[src/rtl/mem_port_arbiter.sv]
// mem_port_arbiter
// Shares one single-port synchronous word memory between the instruction
// fetch port (I) and the load/store data port (D).
//   - Per-cycle arbitration. D wins by default. I wins when it is the only
//     requester, or when it has been denied STARVE_MAX cycles in a row.
//   - Tracks which port owns the read data that arrives one cycle after a
//     read grant, so responses go back to the right requester.
//   - Any address with bits above the memory range is still granted, but it
//     never reaches the memory. Reads of such an address return zero with
//     normal timing, and stores to it are dropped.
// Ports:
//   clk, resetn                    clock, asynchronous active-low reset
//   i_req/i_addr -> i_gnt          fetch request and accept
//   i_rvalid/i_rdata               fetch response, one cycle after i_gnt
//   d_req/d_we/d_addr/d_wdata/d_wmask -> d_gnt   data request and accept
//   d_rvalid/d_rdata               load response, one cycle after d_gnt
//   mem_en/mem_we/mem_addr/mem_wdata/mem_wmask  memory command
//   mem_rdata                      memory read data, valid one cycle after a read
module mem_port_arbiter #(
  parameter int ADDR_W     = 6,
  parameter int STARVE_MAX = 4
) (
  input  logic              clk,
  input  logic              resetn,
  input  logic              i_req,
  input  logic [31:0]       i_addr,
  output logic              i_gnt,
  output logic              i_rvalid,
  output logic [31:0]       i_rdata,
  input  logic              d_req,
  input  logic              d_we,
  input  logic [31:0]       d_addr,
  input  logic [31:0]       d_wdata,
  input  logic [3:0]        d_wmask,
  output logic              d_gnt,
  output logic              d_rvalid,
  output logic [31:0]       d_rdata,
  output logic              mem_en,
  output logic              mem_we,
  output logic [ADDR_W-1:0] mem_addr,
  output logic [31:0]       mem_wdata,
  output logic [3:0]        mem_wmask,
  input  logic [31:0]       mem_rdata
);

  localparam logic [3:0] STARVE_LIM = 4'(STARVE_MAX);

  typedef enum logic [1:0] {
    OWN_NONE,
    OWN_I,
    OWN_D
  } own_e;

  own_e       respOwn_q, respOwn_d;
  logic [3:0] starveCnt_q, starveCnt_d;
  logic       oorFlag_q, oorFlag_d;

  logic iForce;
  logic iGnt;
  logic dGnt;
  logic iOor;
  logic dOor;

  // True when the byte address points past the end of the memory.
  function automatic logic isOutOfRange(input logic [31:0] addr);
    return (addr >> (ADDR_W + 2)) != 32'd0;
  endfunction

  assign iOor = isOutOfRange(i_addr);
  assign dOor = isOutOfRange(d_addr);

  // Grants are suppressed during reset so nothing can reach the memory
  // while resetn is low.
  assign iForce = i_req && (starveCnt_q == STARVE_LIM);
  assign dGnt   = resetn && d_req && !iForce;
  assign iGnt   = resetn && i_req && !dGnt;
  assign i_gnt  = iGnt;
  assign d_gnt  = dGnt;

  always_ff @(posedge clk or negedge resetn) begin
    if (!resetn) begin
      respOwn_q   <= OWN_NONE;
      starveCnt_q <= 4'd0;
      oorFlag_q   <= 1'b0;
    end else begin
      respOwn_q   <= respOwn_d;
      starveCnt_q <= starveCnt_d;
      oorFlag_q   <= oorFlag_d;
    end
  end

  // Memory command and response ownership for the next cycle. The out-of-range
  // flag travels with the owner so that the response is zeroed instead of
  // forwarding whatever stale value the memory still holds.
  always_comb begin
    mem_en      = 1'b0;
    mem_we      = 1'b0;
    mem_addr    = '0;
    mem_wdata   = 32'd0;
    mem_wmask   = 4'd0;
    respOwn_d   = OWN_NONE;
    oorFlag_d   = 1'b0;
    if (dGnt) begin
      mem_en   = !dOor;
      mem_we   = d_we;
      mem_addr = d_addr[ADDR_W+1:2];
      if (d_we) begin
        mem_wdata = d_wdata;
        mem_wmask = d_wmask;
      end else begin
        respOwn_d = OWN_D;
        oorFlag_d = dOor;
      end
    end else if (iGnt) begin
      mem_en    = !iOor;
      mem_addr  = i_addr[ADDR_W+1:2];
      respOwn_d = OWN_I;
      oorFlag_d = iOor;
    end
  end

  // The starvation counter only measures an unbroken run of denied fetches,
  // so one forced grant resets it and D gets default priority again.
  always_comb begin
    starveCnt_d = starveCnt_q;
    if (!i_req || iGnt) begin
      starveCnt_d = 4'd0;
    end else if (starveCnt_q != STARVE_LIM) begin
      starveCnt_d = starveCnt_q + 4'd1;
    end
  end

  assign i_rvalid = (respOwn_q == OWN_I);
  assign d_rvalid = (respOwn_q == OWN_D);
  assign i_rdata  = (i_rvalid && !oorFlag_q) ? mem_rdata : 32'd0;
  assign d_rdata  = (d_rvalid && !oorFlag_q) ? mem_rdata : 32'd0;

endmodule

[config.mk]
export PLATFORM = sky130hd
export DESIGN_NAME = mem_port_arbiter
export DESIGN_NICKNAME = d
export VERILOG_FILES = /design/src/rtl/mem_port_arbiter.sv
export SDC_FILE = /design/constraint.sdc
export NUM_CORES = 1
export LEC_CHECK = 0
export ABC_AREA = 1
export CORE_AREA = 2 2 97 99
export CTS_CLUSTER_SIZE = 25
export DETAILED_ROUTE_END_ITERATION = 7
export DIE_AREA = 0 0 99 101
export GPL_ROUTABILITY_DRIVEN = 0
export HOLD_SLACK_MARGIN = 0.03
export PLACE_DENSITY = 0.62
export SETUP_SLACK_MARGIN = 0.4
export SKIP_LAST_GASP = 1
export SLEW_MARGIN = 20
export SYNTH_ARGS = -nofsm -noshare
export SYNTH_HDL_FRONTEND = slang
export SYNTH_SLANG_ARGS = --single-unit
[constraint.sdc]
create_clock -name clk -period 1.64 [get_ports clk]
set_input_delay 0.246 -clock clk [delete_from_list [all_inputs] [get_ports clk]]
set_output_delay 0.246 -clock clk [all_outputs]
set_load 0.03 [all_outputs]
==> impl_metrics.csv, run 1 <==
group,metric,value,unit
setup_path,rr_worst_depth,11,
synthesis,syn-cell-area,1360,um2
setup_path,r2r_end,"oorFlag_q$_DFF_PN0_",
layout,regArea,175,um2
synthesis,synth_simple_gate_area_frac,0.642,
power_and_ir_drop,p_total,1.73,mW
clocking,cts_buffer_depth,2,
setup_path,critical-path-max-stage-delay,0.36,ns
power_and_ir_drop,p_leak,2.41,nW
placed_design,detailed_place_hpwl,6.62,mm
clocking,root_buffer,"clkbuf_8",
sta,fin_ws,-0.300,ns
drt,drt-initial-drc-count,46,
hold_path,min_path_type,"input port to asynchronous set/reset pin",
clocking,hold_buffers,0,
drt,wl_per_cell,14.1,um
clocking,insertion_delay,0.23,ns
layout,area_delta_synth_final,314,%
global_routing,grt_pass1_vias,2896,
layout,antenna_cells,0,
floorplanning,ioPinCount,249,
synthesis,synth_cell_type_count,17,
synthesis,ys_ff_latch,7,
power_and_ir_drop,internal-power,1.03,mW
status,status,"complete, but fails checks",
layout,drive_gt1_frac,0.501,
power_and_ir_drop,power_density,306,nW/um2
drt,drc_errors,0,
job,cap_violations,0,
global_routing,grt_start_max_net_pins,36,
synthesis,syn_nets,438,
global_routing,grtUsageTotal,0.169,
layout,final_cells,694,
power_and_ir_drop,swShare,0.404,
floorplanning,rows,35,
power_and_ir_drop,seqPwrFrac,0.109,
sta,fin_skew,0.000448,ns
setup_path,endpoint,"mem_addr[4]",
drt,via_per_inst,4.14,
layout,final_nets,723,
setup_path,cp.required,1.39,ns
power_and_ir_drop,p_comb_frac,0.749,
sta,layout_min_cycle_time,1.94,ns
drt,wirelength,9.79,mm
floorplanning,die_x,99,um
global_routing,grt_first_pass_wirelength,13.7,mm
placed_design,portBuffers,244,
clocking,tritoncts,"built",
synthesis,yosysWarningCount,0,
synthesis,synth_compound_area_frac,0.0202,
setup_path,start_kind,"flip-flop",
synthesis,synth_cells,299,
setup_path,end_kind,"primary output",
setup_path,crit_slowest_cell,"dfrtp_1",
clocking,cts-buffers-inserted,3,
setup_path,path_cells,"inv_1 -> ha_2 -> nand2_2 -> nor2_4 -> nor2_4 -> buf_6 -> nor2_4 -> buf_12 -> nand2_1 -> nand2_2 -> buf_4",
drt,num_vias,2874,
synthesis,synthAdderAreaFrac,0.0183,
floorplanning,die_y,101,um
global_routing,antenna_found_initial,0,
synthesis,synth_xor_xnor_area_share,0.00642,
sta,rsz0062_at_grt,"true",
setup_path,crit_start,"starveCnt_q[0]$_DFFE_PN0P_",
sta,worst_pin_slew,0.298,ns
synthesis,syn_avg_cell_area,4.56,um2
sta,slew_viol_final,0,
global_routing,overflow,0,
status,failed_checks,"negative setup slack",
setup_path,criticalPathCategory,"flip-flop to primary output",
drt,ant_nets,0,
sta,fin_crit_sh,1.18,
synthesis,seq_area_frac_synth,0.128,
sta,clock.fmax,0.516,GHz
power_and_ir_drop,vdd_drop_max,0.241,mV
floorplanning,start_util,0.152,
clocking,clock_sinks,7,
power_and_ir_drop,p_switching,0.697,mW
clocking,htreeDepth,1,
setup_path,reg2reg_slack,0.05,ns
power_and_ir_drop,p_clk_frac,0.142,
floorplanning,core_area,8980,um2
clocking,clk_pin_slew,0.04,ns
layout,fillers,709,
sta,slew_headroom,0.800,
synthesis,synth_top_family_by_area,"simple AND/OR/NAND/NOR gates",
sta,setup_viol,110,
placed_design,dp_cells,661,
synthesis,synth.area.mux_share,0,
setup_path,critical_path_arrival,1.69,ns
layout,multi_input_area,1790,um2
setup_path,crit_fanout,9,
sta,hold_viol_final,0,
setup_path,critPathMostFrequentCell,"nor2_4",
setup_path,r2r_start,"starveCnt_q[0]$_DFFE_PN0P_",
floorplanning,dieArea,10000,um2
drt,firstDrtPassIters,4,
[kinds of logic (layout without fill, tap and decap cells)]
| kind of cell | count (synthesis) | count (layout) |
|---|---|---|
| adders and majority gates | 2 | 2 |
| AOI/OAI and AO/OA | 5 | 5 |
| xor gates and xnor gates | 1 | 1 |
| buffers and inverters | 58 | 342 |
| DFF | 7 | 7 |
| and+or+nand+nor | 226 | 226 |
[state kept, by name, summed over array words and instances, names as in the netlist]
register	flops
oorFlag_q	1
respOwn_q	2
starveCnt_q	4
[power by group through the flow]
stage / sequential, mW / clock (mW) / combinational [mW]
2_1_floorplan: 0.190 / 0 / 0.435
3_3_place_gp: 0.189 / 0 / 0.975
3_5_place_dp: 0.189 / 0 / 0.982
4_1_cts: 0.187 / 0.251 / 1.14
5_1_grt: 0.188 / 0.258 / 1.37
6_report: 0.187 / 0.245 / 1.29
[synth_stat cells, drive strengths merged]
cell type / count / area [um2]
buf: 5 / 50.0
clkbuf: 9 / 33.8
dfrtp: 7 / 175
ha: 2 / 25.0
inv: 44 / 168
nand2: 81 / 304
nand3: 4 / 20.0
nand4: 1 / 6.26
nor2: 140 / 546
o211ai: 1 / 7.51
o21ai: 4 / 20.0
xor2: 1 / 8.76
[metal layers]
| layer | vias to the layer above | GRT usage | share of wire |
|---|---|---|---|
| li1 | 1428 | - | - |
| met3 | 12 | 0.0368 | 0.080 |
| met1 | 1276 | 0.165 | 0.33 |
| met4 | 0 | 0.0400 | 0.021 |
| met5 | - | 0 | 0 |
| met2 | 158 | 0.356 | 0.57 |
[worst max-delay path, delay by kind of cell (launching register included)]
family / cells / cell delay, ns
flops: 1 / 0.36
buf+inv: 4 / 0.47
simple gates: 6 / 0.46
fa+ha+maj: 1 / 0.16
[worst min-delay path by stage]
stage	startpoint	end	slack, ns	cells past startpoint
2_1_floorplan	resetn	oorFlag_q$_DFF_PN0_	-0.05	0
3_3_place_gp	starveCnt_q[3]$_DFFE_PN0P_	starveCnt_q[3]$_DFFE_PN0P_	0.53	2
3_5_place_dp	starveCnt_q[3]$_DFFE_PN0P_	starveCnt_q[3]$_DFFE_PN0P_	0.55	2
4_1_cts	resetn	starveCnt_q[3]$_DFFE_PN0P_	0.27	4
5_1_grt	resetn	starveCnt_q[1]$_DFFE_PN0P_	0.30	4
6_report	resetn	starveCnt_q[3]$_DFFE_PN0P_	0.27	4
[through the flow]
step                setup WS, ns  TNS [ns]  utilization  cell area, um2  hold slack [ns]
finish                    -0.300    -13.71        0.629            5640            0.267
global route              -0.391    -22.20        0.629            5640            0.302
CTS                       -0.302    -11.69        0.551            4940            0.273
detailed placement        -0.297    -10.45        0.469            4210            0.549
global placement          -0.272     -9.83        0.469            4210            0.533
floorplan                 -0.104     -6.61            -            1720          -0.0496
[cell usage in the layout, fill, tap and decap left out, types with 2 or more instances in the layout]
| cell type | Yosys | routed |
|---|---|---|
| nor2_4 | 2 | 105 |
| nand3_1 | 4 | 4 |
| nor2_1 | 136 | 34 |
| nand2_1 | 81 | 65 |
| clkdlybuf4s50_1 | 0 | 131 |
| clkbuf_16 | 0 | 2 |
| buf_4 | 0 | 24 |
| buf_6 | 4 | 113 |
| buf_16 | 0 | 6 |
| nand2_4 | 0 | 7 |
| inv_1 | 43 | 41 |
| buf_12 | 0 | 16 |
| nand2_2 | 0 | 9 |
| clkbuf_8 | 0 | 3 |
| dfrtp_1 | 7 | 7 |
| o21ai_1 | 1 | 3 |
[final cells by class]
cell class,instances,share of cell area
clock inverters,1,0.000887
inverters,44,0.0310
flip-flops and latches,7,0.0310
clock buffers,3,0.00732
multi-input cells,234,0.316
repair buffers,294,0.589
well taps,111,0.0246
[repair_timing]
action,CTS,global route
hold endpoints to repair,0,0
endpoints found under the setup margin,118,119
gates cloned,6,2
buffers inserted,15,6
pin swaps,8,9
gates resized for setup,118,162
Power figures use the tool's default switching activity.
==> inputs of run 2 (changes only) <==
--- a/config.mk
+++ b/config.mk
@@ -6,15 +6,15 @@
 export NUM_CORES = 1
 export LEC_CHECK = 0
 export ABC_AREA = 1
-export CORE_AREA = 2 2 97 99
+export CORE_AREA = 2 2 96 98
 export CTS_CLUSTER_SIZE = 25
 export DETAILED_ROUTE_END_ITERATION = 7
-export DIE_AREA = 0 0 99 101
+export DIE_AREA = 0 0 98 100
+export DONT_BUFFER_PORTS = 1
 export GPL_ROUTABILITY_DRIVEN = 0
 export HOLD_SLACK_MARGIN = 0.03
-export PLACE_DENSITY = 0.62
+export PLACE_DENSITY = 0.3
 export SETUP_SLACK_MARGIN = 0.4
-export SKIP_LAST_GASP = 1
 export SLEW_MARGIN = 20
 export SYNTH_ARGS = -nofsm -noshare
 export SYNTH_HDL_FRONTEND = slang
==> run 2 against run 1 <==
The flow still finishes with violations (negative setup slack). Worst setup slack better by 0.089 ns. Critical endpoint is now mem_wdata[0]. Cell area down 33%. Critical path type unchanged. Non-clock buffer count down 187. Clock skew up 0.0040 ns.
==> impl_metrics.csv, run 2 (synthesis results as in run 1) <==
group,metric,value,unit
sta,fin_ws,-0.211,ns
layout,final_cells,507,
floorplanning,start_util,0.153,
drt,ant_nets,0,
power_and_ir_drop,p_total,1.29,mW
clocking,htreeDepth,1,
global_routing,overflow,0,
drt,num_vias,2204,
clocking,root_buffer,"clkbuf_8",
sta,fin_skew,0.00441,ns
global_routing,antenna_found_initial,0,
job,cap_violations,0,
setup_path,crit_fanout,18,
layout,final_common_cell,"nor2_4",
drt,wl_per_cell,13.1,um
setup_path,critical_path_arrival,1.60,ns
drt,firstDrtPassIters,2,
placed_design,portBuffers,0,
layout,regArea,175,um2
drt,via_per_inst,4.35,
drt,drc_errors,0,
layout,multi_input_area,1850,um2
power_and_ir_drop,vdd_drop_max,0.136,mV
global_routing,grt_start_max_net_pins,39,
clocking,cts_buffer_depth,2,
clocking,clock_sinks,7,
floorplanning,ioPinCount,249,
setup_path,critPathMostFrequentCell,"nor2_4",
setup_path,criticalPathCategory,"flip-flop to primary output",
power_and_ir_drop,power_density,341,nW/um2
setup_path,end_kind,"primary output",
sta,layout_min_cycle_time,1.85,ns
sta,rsz0062_at_grt,"true",
global_routing,grt_pass1_vias,2100,
clocking,cts-buffers-inserted,3,
floorplanning,die_y,100,um
setup_path,crit_start,"starveCnt_q[0]$_DFFE_PN0P_",
layout,reg_top3,"starveCnt_q x4, respOwn_q x2, oorFlag_q x1",
layout,antenna_cells,0,
sta,clock.fmax,0.540,GHz
layout,area_delta_synth_final,176,%
layout,final_nets,536,
drt,wirelength,6.66,mm
sta,fin_crit_sh,1.13,
setup_path,cp.required,1.39,ns
setup_path,path_buf_inv,3,
status,status,"complete, but fails checks",
setup_path,r2r_start,"starveCnt_q[0]$_DFFE_PN0P_",
power_and_ir_drop,p_leak,1.59,nW
floorplanning,core_area,8890,um2
floorplanning,die_x,98,um
setup_path,path_cells,"inv_1 -> ha_2 -> nand2_2 -> nor2_4 -> nor2_4 -> inv_4 -> buf_12 -> nor2_4",
hold_path,min_path_type,"input port to flip-flop",
clocking,insertion_delay,0.23,ns
status,failed_checks,"negative setup slack",
sta,slew_headroom,0.744,
layout,largest_register_ffs,4,
layout,fillers,886,
clocking,tritoncts,"built",
layout,largest_register,"starveCnt_q",
global_routing,grt_first_pass_wirelength,10.0,mm
global_routing,grtUsageTotal,0.124,
setup_path,start_kind,"flip-flop",
clocking,clk_pin_slew,0.04,ns
floorplanning,rows,35,
placed_design,dp_cells,477,
placed_design,detailed_place_hpwl,4.65,mm
sta,slew_viol_final,0,
setup_path,critPathTopFamily,"simple AND/OR/NAND/NOR gates",
floorplanning,dieArea,9800,um2
hold_path,min-delay-start,"d_we",
setup_path,crit_slowest_cell,"dfrtp_1",
sta,setup_viol,94,
setup_path,critical-path-max-stage-delay,0.33,ns
sta,worst_pin_slew,0.382,ns
drt,drt-initial-drc-count,38,
layout,drive_gt1_frac,0.606,
sta,hold_viol_final,0,
layout,final_cell_mix,"nor2_4 (106), buf_6 (83), nand2_1 (62)",
==> run 2: cell count changes in the layout (fill, tap and decap cells not counted), moves of 2 or more <==
cell / change
nand2_1: -3
nand2_4: +8
clkdlybuf4s50_1: -131
clkbuf_16: -2
nand2_2: -6
buf_4: -20
buf_12: -5
buf_6: -30
buf_8: +2
==> run 2: worst paths after layout <==
path                                              endpoint  cells after the start  slack [ns]
worst max-delay path                          mem_wdata[0]                      8       -0.21
worst min-delay path                respOwn_q[1]$_DFF_PN0_                      1        0.08
worst max register to register         oorFlag_q$_DFF_PN0_                     11        0.14
worst min register to register  starveCnt_q[3]$_DFFE_PN0P_                      2        0.57
max in group asynchronous              oorFlag_q$_DFF_PN0_                      1        0.99
min in group asynchronous       starveCnt_q[3]$_DFFE_PN0P_                      1        0.37
==> run 2: metrics by stage <==
| step | util | cell area, um2 | setup slack [ns] | hold slack (ns) | setup TNS (ns) |
|---|---|---|---|---|---|
| finish | 0.423 | 3760 | -0.211 | 0.0764 | -11.08 |
| detailed placement | 0.272 | 2420 | 0.00117 | -0.0489 | 0 |
| CTS | 0.407 | 3620 | -0.229 | 0.0709 | -11.37 |
| global placement | 0.272 | 2420 | -0.00247 | -0.0489 | -0.00247 |
| global route | 0.423 | 3760 | -0.312 | 0.0665 | -18.80 |
| floorplan | - | 1720 | -0.104 | -0.0496 | -6.61 |
==> run 2: final cells by class <==
cell class / instances / area share
Tap cell: 111 / 0.0369
Inverter: 44 / 0.0459
Multi-Input combinational cell: 234 / 0.493
Timing Repair Buffer: 107 / 0.366
Sequential cell: 7 / 0.0465
Clock buffer: 4 / 0.0120
==> run 2: power by group <==
part           switching (mW)  internal [mW]
clock                  0.0809          0.169
sequential            0.00490          0.182
combinational           0.520          0.328
total                   0.606          0.679
==> run 2: timing repair <==
item                                    CTS  global route
cloned                                    7             0
hold endpoints to repair                  7             0
setup buffers                            11             7
resized for setup                       242            21
endpoints found under the setup margin  113           118
pin swaps                                 7             5
hold buffers                              1             0
==> run 2: layer usage <==
layer	global-route usage	up-vias	part of all wire
li1	-	1054	-
met1	0.133	995	0.35
met2	0.246	146	0.55
met3	0.0181	9	0.082
met4	0.0438	0	0.020
met5	0	-	0
==> inputs of run 3 (changes only) <==
--- a/config.mk
+++ b/config.mk
@@ -7,7 +7,6 @@
 export LEC_CHECK = 0
 export ABC_AREA = 1
 export CORE_AREA = 2 2 96 98
-export CTS_CLUSTER_SIZE = 25
 export DETAILED_ROUTE_END_ITERATION = 7
 export DIE_AREA = 0 0 98 100
 export DONT_BUFFER_PORTS = 1
==> results of run 3 <==
The final DEF is identical to that of run 2; final timing and power are the same.
